## src/rtl/dshot_frame_if.sv

```systemverilog
// Decoded DShot frame bundle handed from the input decoder to the PWM output stage.
// frameStrobe is a single-cycle qualifier for the other three fields.
interface dshot_frame_if;
  logic        frameStrobe;
  logic [10:0] setSpeed;
  logic        isSpecialCommand;
  logic        CRCValid;

  modport master (
    output frameStrobe,
    output setSpeed,
    output isSpecialCommand,
    output CRCValid
  );

  modport slave (
    input frameStrobe,
    input setSpeed,
    input isSpecialCommand,
    input CRCValid
  );
endinterface

```

## src/rtl/dshot_pwm_output.sv

```systemverilog
// DShot-to-PWM output stage: arming state machine, throttle clamp/scale,
// frame-loss failsafe and a period-synchronous PWM generator.
module dshot_pwm_output #(
  parameter int PWM_PERIOD     = 40000,
  parameter int MIN_PULSE      = 16000,
  parameter int SCALE_SHIFT    = 3,
  parameter int MAX_SPEED      = 1999,
  parameter int ARM_FRAMES     = 10,
  parameter int TIMEOUT_CYCLES = 1600000
) (
  input  logic                 clk,
  input  logic                 rst_n,
  dshot_frame_if.slave         frame_if,
  output logic                 pwmOut,
  output logic                 armed,
  output logic                 failsafe
);

  localparam int TW   = (TIMEOUT_CYCLES > 1) ? $clog2(TIMEOUT_CYCLES) : 1;
  localparam int ARMW = $clog2(ARM_FRAMES + 1);

  localparam logic [TW-1:0]   TIMER_LAST = TW'(TIMEOUT_CYCLES - 1);
  localparam logic [15:0]     PER_LAST   = 16'(PWM_PERIOD - 1);
  localparam logic [15:0]     MIN_W      = 16'(MIN_PULSE);
  localparam logic [10:0]     SPEED_MAX  = 11'(MAX_SPEED);
  localparam logic [ARMW-1:0] ARM_LAST   = ARMW'(ARM_FRAMES - 1);

  typedef enum logic [1:0] {
    S_DISARMED = 2'd0,
    S_ARMED    = 2'd1,
    S_FAILSAFE = 2'd2
  } state_e;

  state_e          state_q, state_d;
  logic [ARMW-1:0] arm_cnt_q, arm_cnt_d;
  logic [TW-1:0]   timer_q, timer_d;
  logic [15:0]     period_q, period_d;
  logic [15:0]     pending_q, pending_d;
  logic [15:0]     active_q, active_d;
  logic            pwm_q, pwm_d;
  logic            armed_q, armed_d;
  logic            failsafe_q, failsafe_d;

  logic            valid_frame, cmd_frame, speed_frame, timeout;
  logic [10:0]     speed_clamped;
  logic [15:0]     target_pulse;

  // Frame qualification, throttle clamp/scale and timeout detection.
  always_comb begin
    valid_frame   = frame_if.frameStrobe && frame_if.CRCValid;
    cmd_frame     = valid_frame && frame_if.isSpecialCommand;
    speed_frame   = valid_frame && !frame_if.isSpecialCommand;
    speed_clamped = (frame_if.setSpeed > SPEED_MAX) ? SPEED_MAX : frame_if.setSpeed;
    target_pulse  = frame_if.isSpecialCommand
                    ? MIN_W
                    : MIN_W + (16'(speed_clamped) << SCALE_SHIFT);
    // A frame in the expiry cycle wins over the timeout.
    timeout       = !valid_frame && (timer_q == TIMER_LAST);
  end

  // Arming state machine: next state and arm counter.
  always_comb begin
    // NOTE: every signal driven here gets a default first, so no path can
    // leave it unassigned and infer a latch.
    state_d   = state_q;
    arm_cnt_d = arm_cnt_q;
    case (state_q)
      S_DISARMED: begin
        if (cmd_frame) begin
          if (arm_cnt_q >= ARM_LAST) begin
            state_d   = S_ARMED;
            arm_cnt_d = '0;
          end else begin
            arm_cnt_d = arm_cnt_q + 1'b1;
          end
        end else if (speed_frame || timeout) begin
          arm_cnt_d = '0;
        end
      end
      S_ARMED: begin
        if (timeout) state_d = S_FAILSAFE;
      end
      S_FAILSAFE: begin
        // The recovering command frame does not count toward re-arming.
        if (cmd_frame) begin
          state_d   = S_DISARMED;
          arm_cnt_d = '0;
        end
      end
      default: begin
        state_d   = S_DISARMED;
        arm_cnt_d = '0;
      end
    endcase
  end

  // Timer, pending/active pulse, period counter and registered outputs.
  always_comb begin
    timer_d = valid_frame ? '0
            : (timer_q == TIMER_LAST) ? timer_q : timer_q + 1'b1;

    // Only ARMED lets a frame through; otherwise the pulse is pinned to minimum.
    if (state_d != S_ARMED)  pending_d = MIN_W;
    else if (valid_frame)    pending_d = target_pulse;
    else                     pending_d = pending_q;

    period_d   = (period_q == PER_LAST) ? 16'd0 : period_q + 16'd1;
    // Width swaps only at the period boundary so no partial pulse appears.
    active_d   = (period_q == PER_LAST) ? pending_q : active_q;
    pwm_d      = (period_d < active_d);
    armed_d    = (state_d == S_ARMED);
    failsafe_d = (state_d == S_FAILSAFE);
  end

  // State register with synchronous active-low reset.
  always_ff @(posedge clk) begin
    // NOTE: all sequential state uses non-blocking assignment so every register
    // samples the pre-edge values regardless of statement order.
    if (!rst_n) begin
      state_q    <= S_DISARMED;
      arm_cnt_q  <= '0;
      timer_q    <= '0;
      period_q   <= '0;
      pending_q  <= MIN_W;
      active_q   <= MIN_W;
      pwm_q      <= 1'b0;
      armed_q    <= 1'b0;
      failsafe_q <= 1'b0;
    end else begin
      state_q    <= state_d;
      arm_cnt_q  <= arm_cnt_d;
      timer_q    <= timer_d;
      period_q   <= period_d;
      pending_q  <= pending_d;
      active_q   <= active_d;
      pwm_q      <= pwm_d;
      armed_q    <= armed_d;
      failsafe_q <= failsafe_d;
    end
  end

  assign pwmOut   = pwm_q;
  assign armed    = armed_q;
  assign failsafe = failsafe_q;

endmodule

```

## src/flat_wrapper.sv

```systemverilog
// flat-port wrapper written by rule: the top's interface ports become plain ports
module dshot_pwm_output_flat 
#(
  parameter int PWM_PERIOD     = 40000,
  parameter int MIN_PULSE      = 16000,
  parameter int SCALE_SHIFT    = 3,
  parameter int MAX_SPEED      = 1999,
  parameter int ARM_FRAMES     = 10,
  parameter int TIMEOUT_CYCLES = 1600000
)
  (clk, rst_n, pwmOut, armed, failsafe, frame_if_frameStrobe, frame_if_setSpeed, frame_if_isSpecialCommand, frame_if_CRCValid);
  dshot_frame_if frame_if_i ();
  input  logic clk;
  input  logic rst_n;
  output logic pwmOut;
  output logic armed;
  output logic failsafe;
  input wire logic [$bits(frame_if_i.frameStrobe)-1:0] frame_if_frameStrobe;
  input wire logic [$bits(frame_if_i.setSpeed)-1:0] frame_if_setSpeed;
  input wire logic [$bits(frame_if_i.isSpecialCommand)-1:0] frame_if_isSpecialCommand;
  input wire logic [$bits(frame_if_i.CRCValid)-1:0] frame_if_CRCValid;
  assign frame_if_i.frameStrobe = frame_if_frameStrobe;
  assign frame_if_i.setSpeed = frame_if_setSpeed;
  assign frame_if_i.isSpecialCommand = frame_if_isSpecialCommand;
  assign frame_if_i.CRCValid = frame_if_CRCValid;
  dshot_pwm_output #(.PWM_PERIOD(PWM_PERIOD), .MIN_PULSE(MIN_PULSE), .SCALE_SHIFT(SCALE_SHIFT), .MAX_SPEED(MAX_SPEED), .ARM_FRAMES(ARM_FRAMES), .TIMEOUT_CYCLES(TIMEOUT_CYCLES)) u_core (.clk(clk), .rst_n(rst_n), .frame_if(frame_if_i), .pwmOut(pwmOut), .armed(armed), .failsafe(failsafe));
endmodule
```

## config.mk

```make
export PLATFORM = sky130hd
export DESIGN_NAME = dshot_pwm_output_flat
export DESIGN_NICKNAME = d
export VERILOG_FILES = /design/src/rtl/dshot_frame_if.sv /design/src/rtl/dshot_pwm_output.sv /design/src/flat_wrapper.sv
export SDC_FILE = /design/constraint.sdc
export NUM_CORES = 1
export LEC_CHECK = 0
export ABC_AREA = 1
export BUFFER_PORTS_ARGS = -buffer_cell sky130_fd_sc_hd__buf_2
export CORE_ASPECT_RATIO = 0.6
export CORE_MARGIN = 2
export CORE_UTILIZATION = 50
export CTS_BUF_LIST = sky130_fd_sc_hd__clkbuf_16
export CTS_CLUSTER_SIZE = 24
export DETAILED_ROUTE_END_ITERATION = 7
export GPL_ROUTABILITY_DRIVEN = 0
export PLACE_DENSITY = 0.76
export SYNTH_ARGS = -nofsm -noshare
export SYNTH_HDL_FRONTEND = slang
export SYNTH_SLANG_ARGS = --single-unit
```

## constraint.sdc

```tcl
create_clock -name clk -period 4 [get_ports clk]
set_input_delay 0.2 -clock clk [delete_from_list [all_inputs] [get_ports clk]]
set_output_delay 0.2 -clock clk [all_outputs]
set_load 0.02 [all_outputs]
```

## After elaboration in Yosys (flattened, before gate mapping)

Cells that the tools add are included.

| storage, ports and cells | value |
|---|---|
| register bits | 78 |
| input port bits | 16 |
| output and inout bits | 3 |
| logic and storage cells | 52 |

| operators by class | value |
|---|---|
| $add $sub $neg | 4 |
| order comparisons | 3 |
| equality and inequality tests | 9 |
| multiplexer cells | 14 |
| bitwise operators | 2 |
| reduce and logical (&&, ||, !) cells | 11 |

Operators by type and width:

| operator | count |
|---|---|
| $mux 16 | 3 |
| $add 21x1->21 const B | 1 |
| $eq 21x21->1 const B | 1 |
| $add 16x1->16 const B | 1 |
| $eq 16x16->1 const B | 1 |
| $lt 16x16->1 | 1 |
| $mux 4 | 4 |
| $add 14x14->15 const A | 1 |
| $pmux 4 s3 | 1 |
| $gt 11x11->1 const B | 1 |
| $mux 11 | 1 |
| $mux 2 | 4 |
| $pmux 2 s3 | 1 |
| $add 4x1->4 const B | 1 |
| $eq 2x1->1 const B | 2 |
| $eq 2x2->1 const B | 2 |
| $ge 4x4->1 const B | 1 |
| $logic_and 1x1->1 | 4 |
| $ne 2x1->1 const B | 2 |
| $reduce_or 2->1 | 2 |
| $ne 3x1->1 const B | 1 |
| $reduce_and 3->1 | 1 |
| $logic_not 1->1 | 2 |
| $logic_not 2->1 | 1 |
| 2 further kinds | 3 |

## Longest topological paths before layout

Gate-level depths: netlist of the first run.

| logic depth | value |
|---|---|
| word-level depth | 7 |
| depth in mapped cells | 17 |
| depth with buffers taken out | 17 |

## Least setup slack after synthesis of the first run

No wires, ideal clock.

| path | value |
|---|---|
| path type | flip-flop to flip-flop |
| from | reg u_core.period_q[0] |
| to | reg u_core.pwm_q, in the netlist u_core.pwmOut |
| library setup time | 0.121 ns |
| data arrival time | 2.080 ns |
| required time | 3.879 ns |
| setup slack | 1.798 ns |
| stages on the path, launching flop included | 17 |
| path buffers | 0 |
| clock period less this slack | 2.202 ns |
| cells stage by stage | dfxtp_1 -> ha_1 -> nand2_1 -> nor2_1 -> nand2_1 -> nor2_2 -> nand3_1 -> inv_1 -> nand2_1 -> o211ai_1 -> inv_1 -> ha_1 -> nand2_1 -> o21ai_0 -> nand4_1 -> o2111ai_1 -> a21oi_1 |

| on the way | value |
|---|---|
| longest elaborated chain between the ends | 3 |
| elaborated cells between the ends (all ways) | 5 |
| those cells by class | add/sub: 1; order compare: 1; eq/ne: 1; mux: 2 |

RTL lines:

| element | line | source |
|---|---|---|
| from (decl) | dshot_pwm_output.sv:37 | `logic [15:0] period_q, period_d;` |
| from (signal assigned) | dshot_pwm_output.sv:133 | `period_q <= period_d;` |
| $add 16x1->16 / $eq 16x16->1 (equally long branches) | dshot_pwm_output.sv:107 | `period_d = (period_q == PER_LAST) ? 16'd0 : period_q + 16'd1;` |
| $mux 16 * | dshot_pwm_output.sv:107 |  |
| named net u_core.period_d[10] | dshot_pwm_output.sv:37 |  |
| $lt 16x16->1 * | dshot_pwm_output.sv:110 | `pwm_d = (period_d < active_d);` |
| to (signal assigned) | dshot_pwm_output.sv:136 | `pwm_q <= pwm_d;` |
| to (decl) | dshot_pwm_output.sv:40 | `logic pwm_q, pwm_d;` |

The timed path passes the listed nets; every way through them passes the cells marked *.
A chain may end at the register's enable or synchronous reset.

## Worst setup path after layout of the first run

Same ends and word-level chain as after synthesis.

==> results of run 1 <==
-- cell usage after synthesis, types with 2 or more instances --
master	count
clkbuf_1	3
or2_0	2
a31oi_1	2
nor3_1	18
a22oi_1	2
xnor2_1	3
inv_2	2
nor4_1	7
xor2_1	8
o21bai_1	2
a21oi_1	35
dfxtp_1	74
ha_1	21
buf_2	2
nor2_1	82
nand2_1	98
nand4_1	10
nor3b_1	4
nand3_1	30
mux2i_1	11
o22ai_1	4
or2_2	8
nand3_4	2
nand2_2	3
a211oi_1	2
inv_1	75
o21ai_0	13
-- logic make-up after synthesis --
group                    count (synthesis)  synth area share
AND/OR/NAND/NOR                        269             0.317
buffers and inverters                   85            0.0854
flip-flops                              74             0.381
AO/OA/AOI/OAI                           65            0.0928
adder cells (fa/ha/maj)                 21            0.0677
multiplexers                            12            0.0313
XOR/XNOR                                11            0.0248
-- sequential cells by signal, summed over array words and instances (netlist names) --
register / cells
u_core.pending_q: 12
u_core.state_q: 2
u_core.timer_q: 21
u_core.failsafe: 1
u_core.active_q: 16
u_core.armed: 1
u_core.arm_cnt_q: 4
u_core.pwmOut: 1
u_core.period_q: 16
-- stage by stage --
step | utilization | area [um2] | power, mW | setup slack [ns]
after detailed placement | 0.550 | 4070 | 0.838 | 1.44
after floorplan | - | 3880 | 0.816 | 1.80
after global routing | 0.587 | 4340 | 1.61 | 1.16
final | 0.587 | 4340 | 1.55 | 1.37
after global placement | 0.550 | 4070 | 0.834 | 1.63
after CTS | 0.587 | 4340 | 1.56 | 1.43
-- routing by layer --
metal	up-vias	GRT usage
li1	1808	-
met1	1572	0.320
met2	145	0.311
met3	9	0.0590
met4	0	0.0509
met5	-	0
-- area by class of cell --
cell class                 instances  area share
multi-input combinational        378       0.478
timing repair buffer              18      0.0208
inverter                          78      0.0675
clock inverter                     7      0.0104
tap                              104      0.0300
sequential                        74       0.342
clock buffer                       9      0.0519
-- cell usage in the layout, fill, tap and decap left out, drive strengths merged, types with 2 or more instances in the layout --
cell	instances
nand2	102
nor2	83
inv	78
dfxtp	74
a21oi	36
nand3	32
ha	21
nor3	19
buf	18
o21ai	14
mux2i	11
nand4	10
or2	10
clkbuf	9
xor2	8
nor4	8
o22ai	4
nor3b	4
clkinv	4
xnor2	3
clkinvlp	3
o21bai	2
a31oi	2
a22oi	2
a211oi	2
-- final timing paths --
| path | start | end | slack, ns | depth (start not counted) |
|---|---|---|---|---|
| hold reg to reg | u_core.active_q[0]$_SDFF_PN0_ | u_core.active_q[0]$_SDFF_PN0_ | 0.44 | 2 |
| setup reg to reg | u_core.period_q[0]$_SDFF_PN0_ | u_core.pwmOut$_SDFF_PN0_ | 1.37 | 16 |
| hold / removal | rst_n | u_core.active_q[13]$_SDFF_PN1_ | 0.15 | 2 |
| setup / recovery | u_core.period_q[0]$_SDFF_PN0_ | u_core.pwmOut$_SDFF_PN0_ | 1.37 | 16 |
-- power by group --
group          total, mW  switching (mW)  internal [mW]
sequential         0.748         0.00517          0.743
combinational     0.0734          0.0470         0.0264
clock              0.729           0.312          0.417
==> results.json, run 1 <==
{
  "cp_max_fo": 4,
  "met2_length_um": 3330,
  "grt_pass1_vias": 3090,
  "ir_drop_v": 0.000233,
  "wl_per_cell_um": 12.9,
  "cts-resized-gates": 0,
  "layout.nets": 596,
  "seqCellArea_um2": 1480,
  "fmax_ghz": 0.381,
  "firstDrtPassIters": 6,
  "hold_ws_ns": 0.152,
  "drc": 0,
  "drive_above_1_share": 0.0957,
  "ys_types": 41,
  "drt-initial-drc-count": 348,
  "tightest_slew_ns": 0.998,
  "pin_count": 19,
  "period_share": 0.657,
  "dr.max_layer_used": "met4",
  "placedCellCount": 652,
  "dieArea_um2": 8510,
  "synth-main-ff-cell": "dfxtp_1",
  "ys_ff_latch": 74,
  "p_per_area_nw_per_um2": 358,
  "hold_viol": 0,
  "critPathKind": "flip-flop to flip-flop",
  "via_per_inst": 5.29,
  "cts_made_buffers": 9,
  "clk_latency_ns": 0.34,
  "rsz0062_at_grt": "no",
  "area_growth_pct": 11.6,
  "cp.required_ns": 4.23,
  "htreeDepth": 3,
  "post-cts-setup-buffers": 0,
  "cts_buffer_depth": 2,
  "crit_arrival_ns": 2.85,
  "via_count": 3534,
  "setup_viol": 0,
  "yosysWarnings": 0,
  "hold_buffers": 0,
  "syn_inst": 537,
  "status": "completed",
  "rows": 24,
  "cts_tree": "yes",
  "worstSetupStartpointType": "flip-flop",
  "root_buffer": "clkbuf_16",
  "numClockSinks": 74,
  "io_buffer_count": 18,
  "end_kind": "flip-flop",
  "power_leakage_nw": 1.84,
  "path_cells": "ha_1 > nand2_1 > nor2_1 > nand2_1 > nor2_2 > nand3_1 > inv_1 > nand2_1 > o211ai_1 > inv_1 > ha_1 > nand2_1 > o21ai_0 > nand4_1 > o2111ai_1 > a21oi_1",
  "antenna_found_initial": 0,
  "clkTransAtPathRegs_ns": 0.06,
  "period_needed_ns": 2.63,
  "yosysTopAreaCell": "dfxtp_1",
  "path_buf_inv": 2,
  "synthesis.nets": 574,
  "skew_ns": 0.00455,
  "grt_pass1_wl_um": 14600,
  "ys_seq_area_frac": 0.381,
  "avgSynthCellArea_um2": 7.23,
  "synth_top_area_share": 0.381,
  "chipWidth_um": 118,
  "fin_cells": 668,
  "n_antenna_cell": 0,
  "wl_um": 8620,
  "die_y_um": 72.3,
  "setup_tns_ns": 0,
  "wl_met3_um": 752,
  "cp_slowest_cell": "dfxtp_1",
  "wl_met1_um": 4450,
  "drtAntennaViolNets": 0,
  "overflow": 0,
  "slew_violations": 0,
  "ys_async_sr_fraction": 0,
  "hpwl_um": 6470,
  "multi_input_area_um2": 2070,
  "cpMostUsedCell": "nand2_1",
  "initial_core_util": 0.526,
  "crit_family": "simple AND/OR/NAND/NOR gates",
  "core_area_um2": 7390,
  "n_fill_cell": 676,
  "netlist_area_um2": 3880,
  "synth-edff-count": 0,
  "yosys-top-cells-area": "dfxtp_1 38%, nand2_1 9.5%, nor2_1 7.9%",
  "max_cap_violations": 0,
  "cp_slowest_stage_delay_ns": 0.38,
  "relSlewSlack": 0.334,
  "grtUsageTotal": 0.216,
  "hold_class": "input pin to flip-flop",
  "grt_max_degree": 31
}
No activity file was read; power rests on OpenSTA's default activity.
==> run 2: changes to the inputs <==
--- a/config.mk
+++ b/config.mk
@@ -14,7 +14,7 @@
 export CTS_CLUSTER_SIZE = 24
 export DETAILED_ROUTE_END_ITERATION = 7
 export GPL_ROUTABILITY_DRIVEN = 0
-export PLACE_DENSITY = 0.76
+export PLACE_DENSITY = 0.79
 export SYNTH_ARGS = -nofsm -noshare
 export SYNTH_HDL_FRONTEND = slang
 export SYNTH_SLANG_ARGS = --single-unit
==> constraint.sdc (replaced) <==
create_clock -name clk -period 2.2 [get_ports clk]
set_input_delay 0.11 -clock clk [delete_from_list [all_inputs] [get_ports clk]]
set_output_delay 0.11 -clock clk [all_outputs]
set_load 0.02 [all_outputs]
==> run 2 against run 1 <==
The flow now finishes with violations (negative setup slack). Count of clock-buffer cells in the layout stayed put. Largest cell class unchanged. Clock power increased by 95%. Design area increased by 8.0%. Cell count is 4.6% higher. Non-clock buffer count grew 31. Power increased by 90%. First-iteration DRC count fell by 28%.
==> results.json, run 2 (synthesized netlist as in run 1, its figures left out) <==
{
  "status": "complete, but fails checks",
  "failed_checks": "negative setup slack",
  "post-route-util": 0.634,
  "rows": 24,
  "grt_pass1_vias": 3436,
  "path_buf_inv": 2,
  "overflow": 0,
  "via_per_inst": 5.33,
  "period_needed_ns": 2.46,
  "cpMostUsedCell": "nand2_2",
  "mostFrequentLayoutCell": "nand2_1",
  "clkTransAtPathRegs_ns": 0.06,
  "layout.nets": 627,
  "slew_violations": 0,
  "grtUsageTotal": 0.229,
  "drc": 0,
  "hold_viol": 0,
  "cts_tree": "yes",
  "largest_reg_flops": 21,
  "tightest_slew_ns": 0.415,
  "grt_pass1_wl_um": 15600,
  "drtAntennaViolNets": 0,
  "antenna_found_initial": 0,
  "top_register": "u_core.timer_q",
  "n_fill_cell": 590,
  "fin_area_um2": 4680,
  "hold_class": "input pin to flip-flop",
  "setup_viol": 1,
  "rsz0062_at_grt": "yes",
  "ir_drop_v": 0.000397,
  "grt_max_degree": 30,
  "fin_ws_ns": -0.258,
  "worstSetupStartpointType": "flip-flop",
  "end_kind": "flip-flop",
  "cp_slowest_stage_delay_ns": 0.35,
  "crit_family": "simple AND/OR/NAND/NOR gates",
  "biggestRegsByFlops": "u_core.timer_q: 21 flops, u_core.active_q: 16 flops, u_core.period_q: 16 flops",
  "cts_buffer_depth": 2,
  "hold_buffers": 0,
  "cp_max_fo": 3,
  "root_buffer": "clkbuf_16",
  "hpwl_um": 6770,
  "relSlewSlack": 0.721,
  "area_growth_pct": 20.6,
  "p_per_area_nw_per_um2": 628,
  "placedCellCount": 677,
  "drt-initial-drc-count": 250,
  "setup_tns_ns": -0.258,
  "fmax_ghz": 0.407,
  "fin_cells": 699,
  "numClockSinks": 74,
  "htreeDepth": 3,
  "path_cells": "ha_4 > nand2_2 > nor2_2 > nand2_1 > nor2_2 > nand3_2 > inv_2 > nand2_2 > o211ai_1 > inv_1 > ha_1 > nand2_2 > o21ai_1 > nand4_1 > o2111ai_1 > a21oi_1",
  "place_area_um2": 4270,
  "firstDrtPassIters": 5,
  "io_buffer_count": 18,
  "n_antenna_cell": 0,
  "cts_made_buffers": 9,
  "power_leakage_nw": 2.03,
  "chipWidth_um": 118,
  "pin_count": 19,
  "core_area_um2": 7390,
  "max_cap_violations": 0,
  "layout_common_cells": "92 x nand2_1, 78 x nor2_1, 74 x inv_1",
  "die_y_um": 72.3,
  "dp_worst_setup_slack_ns": -0.169,
  "wl_um": 9630,
  "critPathKind": "flip-flop to flip-flop",
  "period_share": 1.12,
  "skew_ns": 0.00533,
  "cp_slowest_cell": "dfxtp_2",
  "wl_per_cell_um": 13.8,
  "via_count": 3726,
  "cp.required_ns": 2.41,
  "initial_core_util": 0.526,
  "crit_arrival_ns": 2.67,
  "dieArea_um2": 8510,
  "drive_above_1_share": 0.173,
  "clk_latency_ns": 0.33
}
-- run 2: through the flow --
step,power (mW),hold WS [ns]
2_1_floorplan,1.48,0.337
3_3_place_gp,1.53,0.402
3_5_place_dp,1.53,0.409
4_1_cts,2.94,0.0722
5_1_grt,3.03,0.0900
6_report,2.94,0.0798
-- run 2: cell type report --
cell class | instances | area [um2] | area share
inverters | 78 | 293 | 0.0625
repair buffers | 49 | 339 | 0.0724
clock buffers | 9 | 225 | 0.0481
multi-input cells | 378 | 2150 | 0.459
well taps | 104 | 130 | 0.0278
flip-flops and latches | 74 | 1480 | 0.317
clock inverters | 7 | 61.3 | 0.0131
-- run 2: routing by layer --
metal  up-vias  global-route usage  wire (um)
met5         -                   0          0
met4         0              0.0549        151
met3        18              0.0645        797
met2       147               0.355       4030
met1      1707               0.319       4650
li1       1854                   -          -
-- run 2: final timing paths --
| check | from | to | slack (ns) | depth (start not counted) |
|---|---|---|---|---|
| setup reg to reg | u_core.period_q[1]$_SDFF_PN0_ | u_core.pwmOut$_SDFF_PN0_ | -0.26 | 16 |
| setup / recovery | u_core.period_q[1]$_SDFF_PN0_ | u_core.pwmOut$_SDFF_PN0_ | -0.26 | 16 |
| hold / removal | rst_n | u_core.active_q[10]$_SDFF_PN1_ | 0.08 | 2 |
| hold reg to reg | u_core.active_q[1]$_SDFF_PN0_ | u_core.active_q[1]$_SDFF_PN0_ | 0.45 | 2 |
-- run 2: power breakdown --
| part | switching, mW | internal, mW | total (mW) |
|---|---|---|---|
| logic | 0.0958 | 0.0622 | 0.158 |
| registers | 0.0106 | 1.35 | 1.36 |
| clock network | 0.553 | 0.866 | 1.42 |
-- run 2: timing repair --
item,in CTS,in global routing
endpoints found under the hold margin,0,0
setup endpoints to repair,1,1
setup buffers,3,3
pin swaps,10,13
gates resized for setup,10,14
==> run 3: changes to the inputs <==
--- a/config.mk
+++ b/config.mk
@@ -14,7 +14,8 @@
 export CTS_CLUSTER_SIZE = 24
 export DETAILED_ROUTE_END_ITERATION = 7
 export GPL_ROUTABILITY_DRIVEN = 0
-export PLACE_DENSITY = 0.79
+export PLACE_DENSITY = 0.76
+export SLEW_MARGIN = 20
 export SYNTH_ARGS = -nofsm -noshare
 export SYNTH_HDL_FRONTEND = slang
 export SYNTH_SLANG_ARGS = --single-unit
==> constraint.sdc (replaced) <==
create_clock -name clk -period 2.8 [get_ports clk]
set_input_delay 0.14 -clock clk [delete_from_list [all_inputs] [get_ports clk]]
set_output_delay 0.14 -clock clk [all_outputs]
set_load 0.02 [all_outputs]
==> run 3 against run 2 <==
The run now ends clean. Critical path depth stayed put. Design area fell by 6.3%. Power down 22%.
==> results.json, run 3 (synthesized netlist as in run 1, its figures left out) <==
{
  "drive_above_1_share": 0.102,
  "end_kind": "flip-flop",
  "relSlewSlack": 0.720,
  "clkTransAtPathRegs_ns": 0.06,
  "dp_worst_setup_slack_ns": 0.281,
  "cts_made_buffers": 9,
  "crit_arrival_ns": 2.75,
  "status": "completed",
  "hpwl_um": 6520,
  "placedCellCount": 655,
  "layout.nets": 599,
  "fin_cells": 671,
  "grtUsageTotal": 0.219,
  "cts_tree": "yes",
  "power_leakage_nw": 1.90,
  "cts_buffer_depth": 2,
  "n_fill_cell": 682,
  "initial_core_util": 0.526,
  "p_per_area_nw_per_um2": 524,
  "fin_ws_ns": 0.263,
  "max_cap_violations": 0,
  "n_antenna_cell": 0,
  "place_area_um2": 4090,
  "hold_class": "input pin to flip-flop",
  "drc": 0,
  "cp.required_ns": 3.02,
  "cp_max_fo": 4,
  "firstDrtPassIters": 4,
  "io_buffer_count": 18,
  "antenna_found_initial": 0,
  "rows": 24,
  "via_per_inst": 5.26,
  "via_count": 3530,
  "wl_um": 8770,
  "seqCellArea_um2": 1480,
  "pin_count": 19,
  "ir_drop_v": 0.000251,
  "dieArea_um2": 8510,
  "htreeDepth": 3,
  "multi_input_area_um2": 2080,
  "p_total_mw": 2.30,
  "period_needed_ns": 2.54,
  "period_share": 0.906,
  "clk_latency_ns": 0.33,
  "worstSetupStartpointType": "flip-flop",
  "post-cts-setup-buffers": 0,
  "slew_violations": 0,
  "fmax_ghz": 0.394,
  "biggestRegsByFlops": "u_core.timer_q: 21 flops, u_core.active_q: 16 flops, u_core.period_q: 16 flops",
  "hold_viol": 0,
  "wl_per_cell_um": 13.1,
  "critPathKind": "flip-flop to flip-flop",
  "grt_pass1_wl_um": 14800,
  "setup_viol": 0,
  "layout_common_cells": "98 x nand2_1, 82 x nor2_1, 76 x inv_1",
  "tightest_slew_ns": 0.420,
  "chipWidth_um": 118,
  "mostFrequentLayoutCell": "nand2_1",
  "numClockSinks": 74,
  "area_growth_pct": 13.0,
  "largest_reg_flops": 21,
  "drt-initial-drc-count": 226,
  "fin_area_um2": 4390,
  "top_register": "u_core.timer_q",
  "core_area_um2": 7390,
  "overflow": 0,
  "drtAntennaViolNets": 0,
  "grt_max_degree": 30,
  "grt_pass1_vias": 3259,
  "root_buffer": "clkbuf_16",
  "hold_ws_ns": 0.0971,
  "skew_ns": 0.00516,
  "die_y_um": 72.3
}
==> run 3: cell count changes in the layout (fill, tap and decap cells not counted), sizes merged <==
cell      change
buf          -28
clkinv        +3
inv           -2
clkinvlp      -1
==> run 3: cell type report <==
type / instances / area share
sequential: 74 / 0.338
clock buffer: 9 / 0.0513
multi-input combinational: 378 / 0.475
timing repair buffer: 21 / 0.0257
clock inverter: 7 / 0.0140
inverter: 78 / 0.0667
tap: 104 / 0.0297
==> run 3: timing repair <==
item / 4_1_cts / 5_1_grt
resized for setup: 0 / 4
endpoints found under the hold margin: 0 / 0
hold buffers: 0 / 0
setup endpoints to repair: 0 / 1
==> run 3: worst max-delay path, stage by stage (launching register included) <==
cell and delay (ns):
dfxtp_2 0.35, ha_2 0.20, nand2_1 0.08, nor2_1 0.15
nand2_1 0.13, nor2_4 0.14, nand3_1 0.11, inv_1 0.10
nand2_1 0.09, o211ai_1 0.24, inv_1 0.07, ha_1 0.27
nand2_1 0.06, o21ai_0 0.17, nand4_1 0.10, o2111ai_1 0.10
a21oi_1 0.07
==> run 3: worst paths after layout <==
kind,start,to,slack [ns],depth (start not counted)
setup reg to reg,u_core.period_q[0]$_SDFF_PN0_,u_core.pwmOut$_SDFF_PN0_,0.26,16
setup / recovery,u_core.period_q[0]$_SDFF_PN0_,u_core.pwmOut$_SDFF_PN0_,0.26,16
hold / removal,rst_n,u_core.active_q[7]$_SDFF_PN1_,0.1,2
hold reg to reg,u_core.active_q[0]$_SDFF_PN0_,u_core.active_q[0]$_SDFF_PN0_,0.44,2
==> run 3: routing by layer <==
layer	track usage	routed length, um
met1	0.306	4460
met2	0.321	3530
met3	0.0708	670
met4	0.0710	115
met5	0	0
==> run 3: report_power, final <==
part           total [mW]  leakage (nW)  internal (mW)  switching [mW]
sequential           1.07         0.598           1.06         0.00740
combinational       0.111          1.15         0.0414          0.0691
clock                1.12         0.148          0.680           0.440
total                2.30          1.90           1.78           0.517
==> run 3: metrics by stage <==
step           TNS (ns)   util
5_1_grt        -0.00826  0.594
4_1_cts               0  0.592
3_3_place_gp          0  0.553
3_5_place_dp          0  0.553
2_1_floorplan         0      -
6_report              0  0.594
